===== src/rtl/sdram_port_arbiter_pkg.sv =====
// Shared definitions for the SDRAM port arbiter: controller command encoding,
// FSM state codes and the ownership helper used by the output mux.
package sdram_port_arbiter_pkg;

    typedef logic [1:0] sdram_cmd_t;

    localparam sdram_cmd_t CMD_IDLE  = 2'd0;
    localparam sdram_cmd_t CMD_READ  = 2'd1;
    localparam sdram_cmd_t CMD_WRITE = 2'd2;

    localparam int WAIT_CNT_W = 10;

    typedef enum logic [1:0] {
        S_C1_OWN     = 2'd0,
        S_WAIT_YIELD = 2'd1,
        S_C0_OWN     = 2'd2,
        S_HANDBACK   = 2'd3
    } arb_state_t;

    typedef enum logic [1:0] {
        OWN_NONE = 2'd0,
        OWN_C0   = 2'd1,
        OWN_C1   = 2'd2
    } owner_t;

    // C1 keeps the port while it is being asked to yield so it can finish its burst.
    function automatic owner_t owner_of(arb_state_t s);
        unique case (s)
            S_C1_OWN, S_WAIT_YIELD: return OWN_C1;
            S_C0_OWN:               return OWN_C0;
            default:                return OWN_NONE;
        endcase
    endfunction

endpackage


===== src/rtl/sdram_port_arbiter_if.sv =====
// Client and controller bus of the SDRAM port arbiter; names are seen from the arbiter,
// so master is the arbiter side and slave is the clients/controller side.
interface sdram_port_arbiter_if
    import sdram_port_arbiter_pkg::*;
#(
    parameter int ADDR_W = 22,
    parameter int DATA_W = 32
);
    logic              i_C0_Req;
    logic              o_C0_Grant;
    sdram_cmd_t        i_C0_Command;
    logic [ADDR_W-1:0] i_C0_Address;
    logic [DATA_W-1:0] i_C0_Data_Write;
    logic              o_C0_Data_Read_Valid;
    logic              o_C0_Data_Write_Done;

    logic              o_C1_SDRAM_Requested;
    logic              i_C1_SDRAM_Yield;
    sdram_cmd_t        i_C1_Command;
    logic [ADDR_W-1:0] i_C1_Address;
    logic [DATA_W-1:0] i_C1_Data_Write;
    logic              o_C1_Data_Read_Valid;
    logic              o_C1_Data_Write_Done;

    logic [DATA_W-1:0] o_Data_Read;
    sdram_cmd_t        o_Command;
    logic [ADDR_W-1:0] o_Data_Address;
    logic [DATA_W-1:0] o_Data_Write;
    logic              i_Data_Read_Valid;
    logic              i_Data_Write_Done;
    logic [DATA_W-1:0] i_Data_Read;

    logic              o_Yield_Timeout;

    modport master (
        input  i_C0_Req, i_C0_Command, i_C0_Address, i_C0_Data_Write,
        output o_C0_Grant, o_C0_Data_Read_Valid, o_C0_Data_Write_Done,
        input  i_C1_SDRAM_Yield, i_C1_Command, i_C1_Address, i_C1_Data_Write,
        output o_C1_SDRAM_Requested, o_C1_Data_Read_Valid, o_C1_Data_Write_Done,
        input  i_Data_Read_Valid, i_Data_Write_Done, i_Data_Read,
        output o_Data_Read, o_Command, o_Data_Address, o_Data_Write, o_Yield_Timeout
    );

    modport slave (
        output i_C0_Req, i_C0_Command, i_C0_Address, i_C0_Data_Write,
        input  o_C0_Grant, o_C0_Data_Read_Valid, o_C0_Data_Write_Done,
        output i_C1_SDRAM_Yield, i_C1_Command, i_C1_Address, i_C1_Data_Write,
        input  o_C1_SDRAM_Requested, o_C1_Data_Read_Valid, o_C1_Data_Write_Done,
        output i_Data_Read_Valid, i_Data_Write_Done, i_Data_Read,
        input  o_Data_Read, o_Command, o_Data_Address, o_Data_Write, o_Yield_Timeout
    );

endinterface


===== src/rtl/sdram_port_arbiter.sv =====
// Shares the SDRAM controller port between the LCD reader (C0, priority) and the
// compute client (C1, default owner) using the request/yield handshake.
module sdram_port_arbiter
    import sdram_port_arbiter_pkg::*;
#(
    parameter int WAIT_MAX = 1023,
    parameter int ADDR_W   = 22,
    parameter int DATA_W   = 32
) (
    input  logic                 i_Clk,
    input  logic                 i_Reset,
    sdram_port_arbiter_if.master bus
);

    localparam logic [WAIT_CNT_W-1:0] WAIT_MAX_C = WAIT_CNT_W'(WAIT_MAX);

    arb_state_t             state_q, state_d;
    logic [WAIT_CNT_W-1:0]  wait_cnt_q, wait_cnt_d;
    logic                   timeout_q, timeout_d;
    owner_t                 owner;
    sdram_cmd_t             mux_cmd;
    logic [ADDR_W-1:0]      mux_addr;
    logic [DATA_W-1:0]      mux_wdata;

    // NOTE: sequential state uses non-blocking assignments so every register samples
    // pre-edge values; blocking here would create order-dependent simulation races.
    always_ff @(posedge i_Clk or posedge i_Reset) begin
        if (i_Reset) begin
            state_q    <= S_C1_OWN;
            wait_cnt_q <= '0;
            timeout_q  <= 1'b0;
        end else begin
            state_q    <= state_d;
            wait_cnt_q <= wait_cnt_d;
            timeout_q  <= timeout_d;
        end
    end

    // NOTE: every signal gets a default before the case so no path leaves it
    // unassigned, which would otherwise infer a latch.
    always_comb begin
        state_d    = state_q;
        wait_cnt_d = wait_cnt_q;
        timeout_d  = timeout_q;

        unique case (state_q)
            S_C1_OWN:     if (bus.i_C0_Req) state_d = S_WAIT_YIELD;
            // A dropped request wins over a simultaneous yield: no grant is issued.
            S_WAIT_YIELD: if (!bus.i_C0_Req)             state_d = S_C1_OWN;
                          else if (bus.i_C1_SDRAM_Yield) state_d = S_C0_OWN;
            S_C0_OWN:     if (!bus.i_C0_Req && bus.i_C0_Command == CMD_IDLE) state_d = S_HANDBACK;
            S_HANDBACK:   state_d = S_C1_OWN;
            default:      state_d = S_C1_OWN;
        endcase

        if (state_q != S_WAIT_YIELD && state_d == S_WAIT_YIELD)
            wait_cnt_d = '0;
        else if (state_q == S_WAIT_YIELD && wait_cnt_q != WAIT_MAX_C)
            wait_cnt_d = wait_cnt_q + WAIT_CNT_W'(1);

        // Timeout only flags a slow yield; C1 is never forcibly preempted.
        if (state_q == S_WAIT_YIELD && wait_cnt_d == WAIT_MAX_C)
            timeout_d = 1'b1;
    end

    always_comb begin
        owner     = owner_of(state_q);
        mux_cmd   = CMD_IDLE;
        mux_addr  = bus.i_C1_Address;
        mux_wdata = bus.i_C1_Data_Write;
        unique case (owner)
            OWN_C1: mux_cmd = bus.i_C1_Command;
            OWN_C0: begin
                mux_cmd   = bus.i_C0_Command;
                mux_addr  = bus.i_C0_Address;
                mux_wdata = bus.i_C0_Data_Write;
            end
            default: mux_cmd = CMD_IDLE;
        endcase
    end

    assign bus.o_Command            = mux_cmd;
    assign bus.o_Data_Address       = mux_addr;
    assign bus.o_Data_Write         = mux_wdata;
    assign bus.o_Data_Read          = bus.i_Data_Read;

    assign bus.o_C0_Grant           = (state_q == S_C0_OWN);
    assign bus.o_C1_SDRAM_Requested = (state_q == S_WAIT_YIELD) || (state_q == S_C0_OWN);
    assign bus.o_Yield_Timeout      = timeout_q;

    assign bus.o_C0_Data_Read_Valid = bus.i_Data_Read_Valid && (owner == OWN_C0);
    assign bus.o_C0_Data_Write_Done = bus.i_Data_Write_Done && (owner == OWN_C0);
    assign bus.o_C1_Data_Read_Valid = bus.i_Data_Read_Valid && (owner == OWN_C1);
    assign bus.o_C1_Data_Write_Done = bus.i_Data_Write_Done && (owner == OWN_C1);

endmodule


===== src/flat_wrapper.sv =====
// flat-port wrapper written by rule: the top's interface ports become plain ports
module sdram_port_arbiter_flat import sdram_port_arbiter_pkg::*;
#(
    parameter int WAIT_MAX = 1023,
    parameter int ADDR_W   = 22,
    parameter int DATA_W   = 32
)
  (i_Clk, i_Reset, bus_i_C0_Req, bus_i_C0_Command, bus_i_C0_Address, bus_i_C0_Data_Write, bus_o_C0_Grant, bus_o_C0_Data_Read_Valid, bus_o_C0_Data_Write_Done, bus_i_C1_SDRAM_Yield, bus_i_C1_Command, bus_i_C1_Address, bus_i_C1_Data_Write, bus_o_C1_SDRAM_Requested, bus_o_C1_Data_Read_Valid, bus_o_C1_Data_Write_Done, bus_i_Data_Read_Valid, bus_i_Data_Write_Done, bus_i_Data_Read, bus_o_Data_Read, bus_o_Command, bus_o_Data_Address, bus_o_Data_Write, bus_o_Yield_Timeout);
  sdram_port_arbiter_if #(.ADDR_W(ADDR_W), .DATA_W(DATA_W)) bus_i ();
  input  logic i_Clk;
  input  logic i_Reset;
  input wire logic [$bits(bus_i.i_C0_Req)-1:0] bus_i_C0_Req;
  input wire logic [$bits(bus_i.i_C0_Command)-1:0] bus_i_C0_Command;
  input wire logic [$bits(bus_i.i_C0_Address)-1:0] bus_i_C0_Address;
  input wire logic [$bits(bus_i.i_C0_Data_Write)-1:0] bus_i_C0_Data_Write;
  output wire logic [$bits(bus_i.o_C0_Grant)-1:0] bus_o_C0_Grant;
  output wire logic [$bits(bus_i.o_C0_Data_Read_Valid)-1:0] bus_o_C0_Data_Read_Valid;
  output wire logic [$bits(bus_i.o_C0_Data_Write_Done)-1:0] bus_o_C0_Data_Write_Done;
  input wire logic [$bits(bus_i.i_C1_SDRAM_Yield)-1:0] bus_i_C1_SDRAM_Yield;
  input wire logic [$bits(bus_i.i_C1_Command)-1:0] bus_i_C1_Command;
  input wire logic [$bits(bus_i.i_C1_Address)-1:0] bus_i_C1_Address;
  input wire logic [$bits(bus_i.i_C1_Data_Write)-1:0] bus_i_C1_Data_Write;
  output wire logic [$bits(bus_i.o_C1_SDRAM_Requested)-1:0] bus_o_C1_SDRAM_Requested;
  output wire logic [$bits(bus_i.o_C1_Data_Read_Valid)-1:0] bus_o_C1_Data_Read_Valid;
  output wire logic [$bits(bus_i.o_C1_Data_Write_Done)-1:0] bus_o_C1_Data_Write_Done;
  input wire logic [$bits(bus_i.i_Data_Read_Valid)-1:0] bus_i_Data_Read_Valid;
  input wire logic [$bits(bus_i.i_Data_Write_Done)-1:0] bus_i_Data_Write_Done;
  input wire logic [$bits(bus_i.i_Data_Read)-1:0] bus_i_Data_Read;
  output wire logic [$bits(bus_i.o_Data_Read)-1:0] bus_o_Data_Read;
  output wire logic [$bits(bus_i.o_Command)-1:0] bus_o_Command;
  output wire logic [$bits(bus_i.o_Data_Address)-1:0] bus_o_Data_Address;
  output wire logic [$bits(bus_i.o_Data_Write)-1:0] bus_o_Data_Write;
  output wire logic [$bits(bus_i.o_Yield_Timeout)-1:0] bus_o_Yield_Timeout;
  assign bus_i.i_C0_Req = bus_i_C0_Req;
  assign bus_i.i_C0_Command = bus_i_C0_Command;
  assign bus_i.i_C0_Address = bus_i_C0_Address;
  assign bus_i.i_C0_Data_Write = bus_i_C0_Data_Write;
  assign bus_o_C0_Grant = bus_i.o_C0_Grant;
  assign bus_o_C0_Data_Read_Valid = bus_i.o_C0_Data_Read_Valid;
  assign bus_o_C0_Data_Write_Done = bus_i.o_C0_Data_Write_Done;
  assign bus_i.i_C1_SDRAM_Yield = bus_i_C1_SDRAM_Yield;
  assign bus_i.i_C1_Command = bus_i_C1_Command;
  assign bus_i.i_C1_Address = bus_i_C1_Address;
  assign bus_i.i_C1_Data_Write = bus_i_C1_Data_Write;
  assign bus_o_C1_SDRAM_Requested = bus_i.o_C1_SDRAM_Requested;
  assign bus_o_C1_Data_Read_Valid = bus_i.o_C1_Data_Read_Valid;
  assign bus_o_C1_Data_Write_Done = bus_i.o_C1_Data_Write_Done;
  assign bus_i.i_Data_Read_Valid = bus_i_Data_Read_Valid;
  assign bus_i.i_Data_Write_Done = bus_i_Data_Write_Done;
  assign bus_i.i_Data_Read = bus_i_Data_Read;
  assign bus_o_Data_Read = bus_i.o_Data_Read;
  assign bus_o_Command = bus_i.o_Command;
  assign bus_o_Data_Address = bus_i.o_Data_Address;
  assign bus_o_Data_Write = bus_i.o_Data_Write;
  assign bus_o_Yield_Timeout = bus_i.o_Yield_Timeout;
  sdram_port_arbiter #(.WAIT_MAX(WAIT_MAX), .ADDR_W(ADDR_W), .DATA_W(DATA_W)) u_core (.i_Clk(i_Clk), .i_Reset(i_Reset), .bus(bus_i));
endmodule

===== config.mk =====
export PLATFORM = sky130hd
export DESIGN_NAME = sdram_port_arbiter_flat
export DESIGN_NICKNAME = d
export VERILOG_FILES = /design/src/rtl/sdram_port_arbiter_pkg.sv /design/src/rtl/sdram_port_arbiter_if.sv /design/src/rtl/sdram_port_arbiter.sv /design/src/flat_wrapper.sv
export SDC_FILE = /design/constraint.sdc
export NUM_CORES = 1
export LEC_CHECK = 0
export ABC_AREA = 0
export CAP_MARGIN = 20
export CORE_AREA = 3 3 94 96
export DETAILED_ROUTE_END_ITERATION = 16
export DIE_AREA = 0 0 97 99
export PLACE_DENSITY = 0.73
export RECOVER_POWER = 100
export SLEW_MARGIN = 10
export SYNTH_ARGS = -nofsm -noshare
export SYNTH_HDL_FRONTEND = slang
export SYNTH_SLANG_ARGS = --single-unit

===== constraint.sdc =====
create_clock -name i_Clk -period 2.5 [get_ports i_Clk]
set_input_delay 0.5 -clock i_Clk [delete_from_list [all_inputs] [get_ports i_Clk]]
set_output_delay 0.5 -clock i_Clk [all_outputs]
set_load 0.01 [all_outputs]

# Word level (Yosys, flattened, before mapping)
# Index checks and enable logic that the tools add are counted.
# totals
output_inout_bits,95
inputBits,150
reg_bits,13
# op_classes
n_mux,11
add_sub_neg,1
n_eq_ne,9
n_reduce_logical,13
# op_table
op,count
$mux 32,1
$mux 22,1
$mux 10,2
$add 10x1->10 const B,1
$eq 10x10->1 const B,1
$ne 10x10->1 const B,1
$logic_and 1x1->1,8
$mux 2,4
$pmux 2 s2,2
$pmux 2 s4,1
$eq 2x1->1 const B,3
$eq 2x2->1 const B,3
$logic_not 2->1,2
$ne 2x1->1 const B,1
$reduce_or 2->1,1
$logic_not 1->1,1
$logic_or 1x1->1,1

# Longest topological paths before layout
# Gate-level depths: netlist of run 1.
# logic_depth
depth_word,9
depth_mapped,9
ltp_nobuf,7

# Worst setup path before layout of run 1
# OpenSTA, ideal clock, no wires.
# synth_path
kind,reg-to-output
startpoint,reg u_core.state_q[0]
endpoint,out bus_o_Data_Address[10]
path_stages_with_launch,6
slack_ns,0.251
t_arrival_ns,1.749
path_buffers,2
required_time_ns,2.000
path_cell_list,dfrtp_1 inv_1 ha_1 clkbuf_1 buf_1 mux2_2
# synth_lines
element,line_no,rtl
start: declaration,sdram_port_arbiter.sv:17,"arb_state_t state_q, state_d;"
start signal: assignment,sdram_port_arbiter.sv:33,state_q <= state_d;
$eq 2x2->1,n/a,
via bus_o_C0_Grant,flat_wrapper.sv:16,output wire logic [$bits(bus_i.o_C0_Grant)-1:0] bus_o_C0_Grant;
$pmux 2 s2,sdram_port_arbiter_pkg.sv:28,unique case (s)
$eq 2x1->1,sdram_port_arbiter.sv:71,unique case (owner)
$mux 22,sdram_port_arbiter.sv:71,
end: declaration,flat_wrapper.sv:31,output wire logic [$bits(bus_i.o_Data_Address)-1:0] bus_o_Data_Address;
# The timed path passes the listed nets, and every way through them passes these cells.

# Worst setup path after layout of run 1
# layout_path
startpoint,reg u_core.state_q[0]
endpoint,out bus_o_Data_Write[20]
# layout_between
elab_chain_len,5
# layout_rtl
element,line_no,rtl
$eq 2x1->1 / $logic_not 2->1 (equally long branches),sdram_port_arbiter_pkg.sv:28,
$reduce_or 2->1,sdram_port_arbiter_pkg.sv:28,
$pmux 2 s2 *,sdram_port_arbiter_pkg.sv:28,
$eq 2x1->1 *,sdram_port_arbiter.sv:71,
$mux 32 *,sdram_port_arbiter.sv:71,
end: declaration,flat_wrapper.sv:32,output wire logic [$bits(bus_i.o_Data_Write)-1:0] bus_o_Data_Write;
# Mark *: on every way between the ends. The rest lies on a longest branch, timed or not.

==> impl_metrics.toml, run 1 <==
[run_status]
status = "complete, no violations"

[flow_run]
timing.max_cap.violations = 0

[die]
ports_placed_on_the_boundary = 245
chip_height_um = 99
row_count = 33
die_w_um = 97
floorplan.core_area_um2 = 8130
floorplan.initialDensity_pct = 22.0
design.die.area_um2 = 9600

[global_routing]
grt_antenna_before_repair = 0
pin_count_of_the_biggest_net_entering_global_routing = 22
grt_util_all_layers_pct = 15.7
grt_pass1_vias = 2153
grt_first_pass_wirelength_mm = 12.2
grt_overflow_total = 0

[cts]
cts-htree-levels = 1
clkTransAtPathRegs_ns = 0.05
clock_tree_from_tritoncts = "yes"
cts_hold_buf = 0
cts_max_path_buffers = 2
cts.sink_count = 13
cts_root_buffer = "sky130_fd_sc_hd__clkbuf_8"
worstSkewPairLatency_ns = 0.24
number_of_cts_inserted_buffers = 3

[setup_path]
endpoint_kind = "output port"
reg2reg_to = "u_core.bus.o_Yield_Timeout$_DFFE_PP0P_"
worst_ep_arrival_time_ns = 1.97
worst_path_largest_cell_delay_ns = 0.48
critPathBufInv = 3
cp_num_cells = 5
worst_ep_required_time_ns = 2.00
critical_path.cell_chain = "inv_2 > ha_4 > buf_8 > mux2_2 > clkdlybuf4s50_1"
slowest_stage_cell_cp = "sky130_fd_sc_hd__clkdlybuf4s50_1"
crit_family = "buffers and inverters"
timing.critical_path.to = "bus_o_Data_Write[20]"
cp-startpoint = "u_core.state_q[0]$_DFF_PP0_"
ff2ff_setup_slack_ns = 0.21
path_type_of_the_worst_setup_path = "reg -> out"
critPathLaunchType = "flop"
critPathMaxFanout = 21
r2r.worst_path.cells = 8
reg2reg_from = "u_core.state_q[1]$_DFF_PP0_"

[cells_and_area]
area_growth_syn_to_layout_pct = 103
stdcell_area_um2 = 3650
drive_gt1_share_pct = 21.2
nFillCells = 798
regArea_um2 = 327
design.final.nets = 496
num_antenna_cells = 0
stdcell_count = 444
multi_input_area_um2 = 1140

[synth]
post_synthesis_xor_xnor_area_fraction_pct = 1.47
yosys_most_used_dff = "sky130_fd_sc_hd__dfrtp_1"
postSynthCellCount = 192
syn-cell-area_um2 = 1790
synth_area_leaders = "sky130_fd_sc_hd__mux2_2, sky130_fd_sc_hd__dfrtp_1, sky130_fd_sc_hd__buf_4"
yosys-mux-area-fraction_pct = 35.0
yosys.cell_types.count = 40
synth_commonest_cells = "sky130_fd_sc_hd__mux2_2, sky130_fd_sc_hd__buf_4, sky130_fd_sc_hd__dfrtp_1, sky130_fd_sc_hd__nor2_1, sky130_fd_sc_hd__a21oi_1"
post-synth-top-count-cell = "sky130_fd_sc_hd__mux2_2"
synth_enable_flop_cells = 0
synth-async-reset-ratio_pct = 100
largest_family_of_logic_cells_by_synthesized_area = "multiplexers"
ys.warnings.count = 0
synth_fp_nets = 348
synthSimpleGateAreaFrac_pct = 14.4
yosys.area_share.adder_pct = 4.19
ys_ff_latch = 13
yosysSeqAreaShare_pct = 18.1
syn_area_per_cell_um2 = 9.34
yosys.area.top_type_share_pct = 33.9
synthDominantAreaCellType = "sky130_fd_sc_hd__mux2_2"
synth_compound_area_share_pct = 8.30

[power]
powerDensity_nw_per_um2 = 712
part_of_the_total_power_dissipated_in_sequential_elements_pct = 11.1
leakage_nw = 1.72
power.ir.vdd_worst_v = 0.000308
clkPwrFrac_pct = 7.1
internal_power_mw = 1.61
p_sw_mw = 0.984
combinational_share_of_power_pct = 81.7
netSwitchingFraction_pct = 37.9
total_power_mw = 2.60

[sta]
min_period_over_period_pct = 99.0
worst_clock_skew_ns = 0.000713
max_clock_freq_mhz = 404
actual_slew_at_the_worst_max_slew_pin_ns = 0.496
slew_headroom_pct = 66.9
timing.final.crit_period_ns = 2.47
finalMaxSlewViolations = 0
count_of_final_hold_check_violations = 0
fin_hold_ws_ns = 0.473
setup_repair_after_global_routing_missed_its_margin = "yes"
setup_viol_count_final = 0

[detailed_routing]
drt_first_pass_iters = 4
avgViaCountPerCell = 4.46
wirelength_mm = 7.88
routed_wire_per_std_cell_um = 17.8
drc = 0
postRouteAntennaNets = 0
initialDrtViolationCount = 34
dr_total_vias = 1982

[place]
hpwlAfterDp_mm = 6.48
post_dp_cell_area_um2 = 3450
post-place-cells = 437
globalplace.congestion = 0.813
buffer_ports.inserted = 180

[min_path]
timing.hold.worst.class = "reg -> reg"
sequential cells by signal (all words and copies together) (netlist names):
register and count:
u_core.bus.o_Yield_Timeout 1, u_core.state_q 2, u_core.wait_cnt_q 10
per-stage QoR:
stage / TNS [ns] / utilization (%) / setup WS [ns]
finish: 0 / 44.8 / 0.0262
global route: -0.319 / 44.8 / -0.0378
CTS: -1.97 / 43.6 / -0.0904
detailed placement: 0 / 42.5 / 0.0551
global placement: 0 / 42.5 / 0.0977
floorplan: 0 / - / 0.251
what timing repair did:
item                                    4_1_cts  5_1_grt
pin swaps                                     0        0
cloned                                        1        0
gates resized for setup                      10       41
endpoints found under the setup margin       60       50
setup buffers                                 1        1
worst reg2reg max path: cells and delay by family (launching register included):
kind	cells	cell delay, ns
AOI/OAI and AO/OA	3	0.58
adders and majority gates	1	0.18
buffers and inverters	2	0.43
DFF	1	0.45
and+or+nand+nor	2	0.60
cell usage in the layout (no fill, tap or decap), drive strengths merged, types with 3 or more instances in the layout:
master         synthesis  routed
ha                     6       6
clkbuf                 2       5
mux2                  54      54
inv                    4       4
nor2                  13      13
buf                   42       6
and3                   3       3
a31oi                  4       4
dfrtp                 13      13
dlygate4sd2            0       6
nor3b                  5       5
dlygate4sd3            0       3
nand2                  4       4
clkdlybuf4s50          0     133
a21oi                  7       7
and2                   4       4
dlymetal6s2s           0      38
nand4                  4       4
layer usage:
metal	vias up	wire [um]	global-route usage [%]
met4	0	36	1.94
met3	4	627	5.24
met1	918	3270	19.5
met2	107	3950	27.3
li1	953	-	-
met5	-	0	0
kinds of logic (layout without fill, tap and decap cells):
| group | after synthesis | in the layout |
|---|---|---|
| AO/OA/AOI/OAI | 22 | 22 |
| XOR/XNOR | 3 | 3 |
| adder cells (fa/ha/maj) | 6 | 6 |
| multiplexers | 56 | 56 |
| buffers and inverters | 48 | 195 |
| flip-flops | 13 | 13 |
| AND/OR/NAND/NOR | 44 | 44 |
power groups by stage:
stage	clock [mW]	combinational [mW]	sequential, mW
floorplan	0	1.08	0.280
global placement	0	2.08	0.285
detailed placement	0	2.10	0.291
CTS	0.194	2.19	0.288
global route	0.207	2.27	0.292
finish	0.185	2.12	0.289
layout make-up:
class	count	area share [%]
Multi-Input combinational cell	131	31.2
Tap cell	105	3.60
Sequential cell	13	8.95
Timing Repair Buffer	187	54.6
Clock buffer	4	1.23
Inverter	4	0.412
worst min path at each step:
stage | startpoint | to | slack, ns | cells past startpoint
after floorplan | i_Reset | u_core.bus.o_Yield_Timeout$_DFFE_PP0P_ | 0.38 | 1
after global placement | u_core.bus.o_Yield_Timeout$_DFFE_PP0P_ | u_core.bus.o_Yield_Timeout$_DFFE_PP0P_ | 0.46 | 1
after detailed placement | u_core.bus.o_Yield_Timeout$_DFFE_PP0P_ | u_core.bus.o_Yield_Timeout$_DFFE_PP0P_ | 0.47 | 1
after CTS | u_core.bus.o_Yield_Timeout$_DFFE_PP0P_ | u_core.bus.o_Yield_Timeout$_DFFE_PP0P_ | 0.49 | 1
after global routing | u_core.bus.o_Yield_Timeout$_DFFE_PP0P_ | u_core.bus.o_Yield_Timeout$_DFFE_PP0P_ | 0.51 | 1
final | u_core.bus.o_Yield_Timeout$_DFFE_PP0P_ | u_core.bus.o_Yield_Timeout$_DFFE_PP0P_ | 0.47 | 1
Note: power is estimated with default switching activity, not from simulation.
==> run 2, diff against run 1 <==
--- a/config.mk
+++ b/config.mk
@@ -7,10 +7,10 @@
 export LEC_CHECK = 0
 export ABC_AREA = 0
 export CAP_MARGIN = 20
-export CORE_AREA = 3 3 94 96
+export CORE_MARGIN = 3
+export CORE_UTILIZATION = 23
 export DETAILED_ROUTE_END_ITERATION = 16
-export DIE_AREA = 0 0 97 99
-export PLACE_DENSITY = 0.73
+export PLACE_DENSITY = 0.79
 export RECOVER_POWER = 100
 export SLEW_MARGIN = 10
 export SYNTH_ARGS = -nofsm -noshare
==> constraint.sdc (replaced) <==
create_clock -name i_Clk -period 2.26 [get_ports i_Clk]
set_input_delay 0.452 -clock i_Clk [delete_from_list [all_inputs] [get_ports i_Clk]]
set_output_delay 0.452 -clock i_Clk [all_outputs]
set_load 0.01 [all_outputs]
==> impl_metrics.toml, run 2 (same netlist as run 1, synthesis figures left out) <==
[cells_and_area]
area_growth_syn_to_layout_pct = 102
num_antenna_cells = 0
stdcell_area_um2 = 3620
drive_gt1_share_pct = 25.7
nFillCells = 673
top_register = "u_core.wait_cnt_q"
design.final.nets = 503
max_ffs_per_register = 10
mostFrequentLayoutCell = "sky130_fd_sc_hd__clkdlybuf4s50_1"
layout.cells.most_common_list = "sky130_fd_sc_hd__clkdlybuf4s50_1, sky130_fd_sc_hd__mux2_2, sky130_fd_sc_hd__dlygate4sd2_1"
stdcell_count = 445
finalCoreUtilization_pct = 48.8

[detailed_routing]
drt_first_pass_iters = 4
dr_total_vias = 2018
initialDrtViolationCount = 53
avgViaCountPerCell = 4.53
drc = 0
routed_wire_per_std_cell_um = 18.2
wirelength_mm = 8.11
postRouteAntennaNets = 0

[place]
post-place-cells = 436
globalplace.congestion = 0.820
hpwlAfterDp_mm = 6.71
buffer_ports.inserted = 180
post_dp_cell_area_um2 = 3480

[sta]
finalMaxSlewViolations = 0
slew_headroom_pct = 67.3
fin_hold_ws_ns = 0.468
setup_viol_count_final = 0
setup_repair_after_global_routing_missed_its_margin = "yes"
max_clock_freq_mhz = 448
timing.final.crit_period_ns = 2.23
count_of_final_hold_check_violations = 0
worst_clock_skew_ns = 0.00109
actual_slew_at_the_worst_max_slew_pin_ns = 0.490
min_period_over_period_pct = 98.8

[die]
die_w_um = 94.3
design.die.area_um2 = 8890
chip_height_um = 94.3
floorplan.core_area_um2 = 7410
ports_placed_on_the_boundary = 245
floorplan.initialDensity_pct = 24.2
row_count = 31

[min_path]
hold-path-cell-count = 1
timing.hold.worst.class = "reg -> reg"

[setup_path]
path_type_of_the_worst_setup_path = "reg -> out"
worst_ep_arrival_time_ns = 1.78
critical_path.cell_chain = "inv_2 > ha_4 > bufbuf_16 > mux2_2 > dlygate4sd2_1"
r2r.worst_path.cells = 8
slowest_stage_cell_cp = "sky130_fd_sc_hd__dfrtp_1"
critPathMaxFanout = 15
ff2ff_setup_slack_ns = 0.17
worst_ep_required_time_ns = 1.81
endpoint_kind = "output port"
critPathLaunchType = "flop"
worst_path_largest_cell_delay_ns = 0.38

[cts]
worstSkewPairLatency_ns = 0.24
number_of_cts_inserted_buffers = 3
cts_max_path_buffers = 2
cts.sink_count = 13
cts-htree-levels = 1
cts_root_buffer = "sky130_fd_sc_hd__clkbuf_8"
clkTransAtPathRegs_ns = 0.05
clock_tree_from_tritoncts = "yes"

[global_routing]
pin_count_of_the_biggest_net_entering_global_routing = 16
grt_util_all_layers_pct = 16.2
grt_overflow_total = 0
grt_antenna_before_repair = 0
groute.layer.met2.usage_pct = 29.1
grt_pass1_vias = 2083
top_usage_layer = "met2"
global_route.usage.met1_pct = 19.6
grt_first_pass_wirelength_mm = 11.1
met3_usage_pct = 4.33

[power]
powerDensity_nw_per_um2 = 812
leakage_nw = 1.57
power.ir.vdd_worst_v = 0.000540

[flow_run]
timing.max_cap.violations = 0

[run_status]
status = "complete, no violations"
run 2: critical path: cells and delay by family, from the launching register on:
family                     cells  cell delay (ns)
muxes                          1             0.34
adders and majority gates      1             0.16
buffers and inverters          3             0.65
DFF                            1             0.38
run 2: final timing paths:
kind                                                          end                                   start
max in group asynchronous             u_core.state_q[1]$_DFF_PP0_                                 i_Reset
min                        u_core.bus.o_Yield_Timeout$_DFFE_PP0P_  u_core.bus.o_Yield_Timeout$_DFFE_PP0P_
max                                           bus_o_Data_Write[6]             u_core.state_q[0]$_DFF_PP0_
min in group asynchronous  u_core.bus.o_Yield_Timeout$_DFFE_PP0P_                                 i_Reset
min reg2reg                u_core.bus.o_Yield_Timeout$_DFFE_PP0P_  u_core.bus.o_Yield_Timeout$_DFFE_PP0P_
max reg2reg                u_core.bus.o_Yield_Timeout$_DFFE_PP0P_             u_core.state_q[1]$_DFF_PP0_
run 2: metal layers:
metal,part of all wire (%),wire (um)
met5,0,0
met4,0.47,38
met3,9.3,755
met2,50,4030
met1,41,3290
run 2: metrics by stage:
stage               TNS (ns)  power (mW)  worst slack (ns)
detailed placement         0        2.70           0.00434
global placement           0        2.67            0.0247
floorplan                  0        1.50            0.0587
finish                     0        2.94            0.0266
CTS                    -2.95        2.83            -0.175
global route          -0.601        3.12           -0.0525
run 2: final cells by class:
| class | count | area, um^2 | share of cell area (%) |
|---|---|---|---|
| clock buffer | 4 | 45.0 | 1.25 |
| inverter | 4 | 15.0 | 0.415 |
| multi-input combinational | 131 | 1160 | 32.1 |
| sequential | 13 | 327 | 9.03 |
| tap | 99 | 124 | 3.42 |
| timing repair buffer | 194 | 1950 | 53.8 |
run 2: repair_timing:
item,4_1_cts,5_1_grt
pin swaps,0,1
resized for setup,49,54
gates cloned,1,1
setup buffers,1,2
hold buffers,0,0
setup endpoints to repair,60,56
run 2: power breakdown:
group / leakage (nW) / switching [mW] / internal (mW) / total (mW)
Sequential: 0.175 / 0.0437 / 0.272 / 0.316
Clock: 0.0228 / 0.0783 / 0.124 / 0.203
Combinational: 1.37 / 1.00 / 1.41 / 2.42
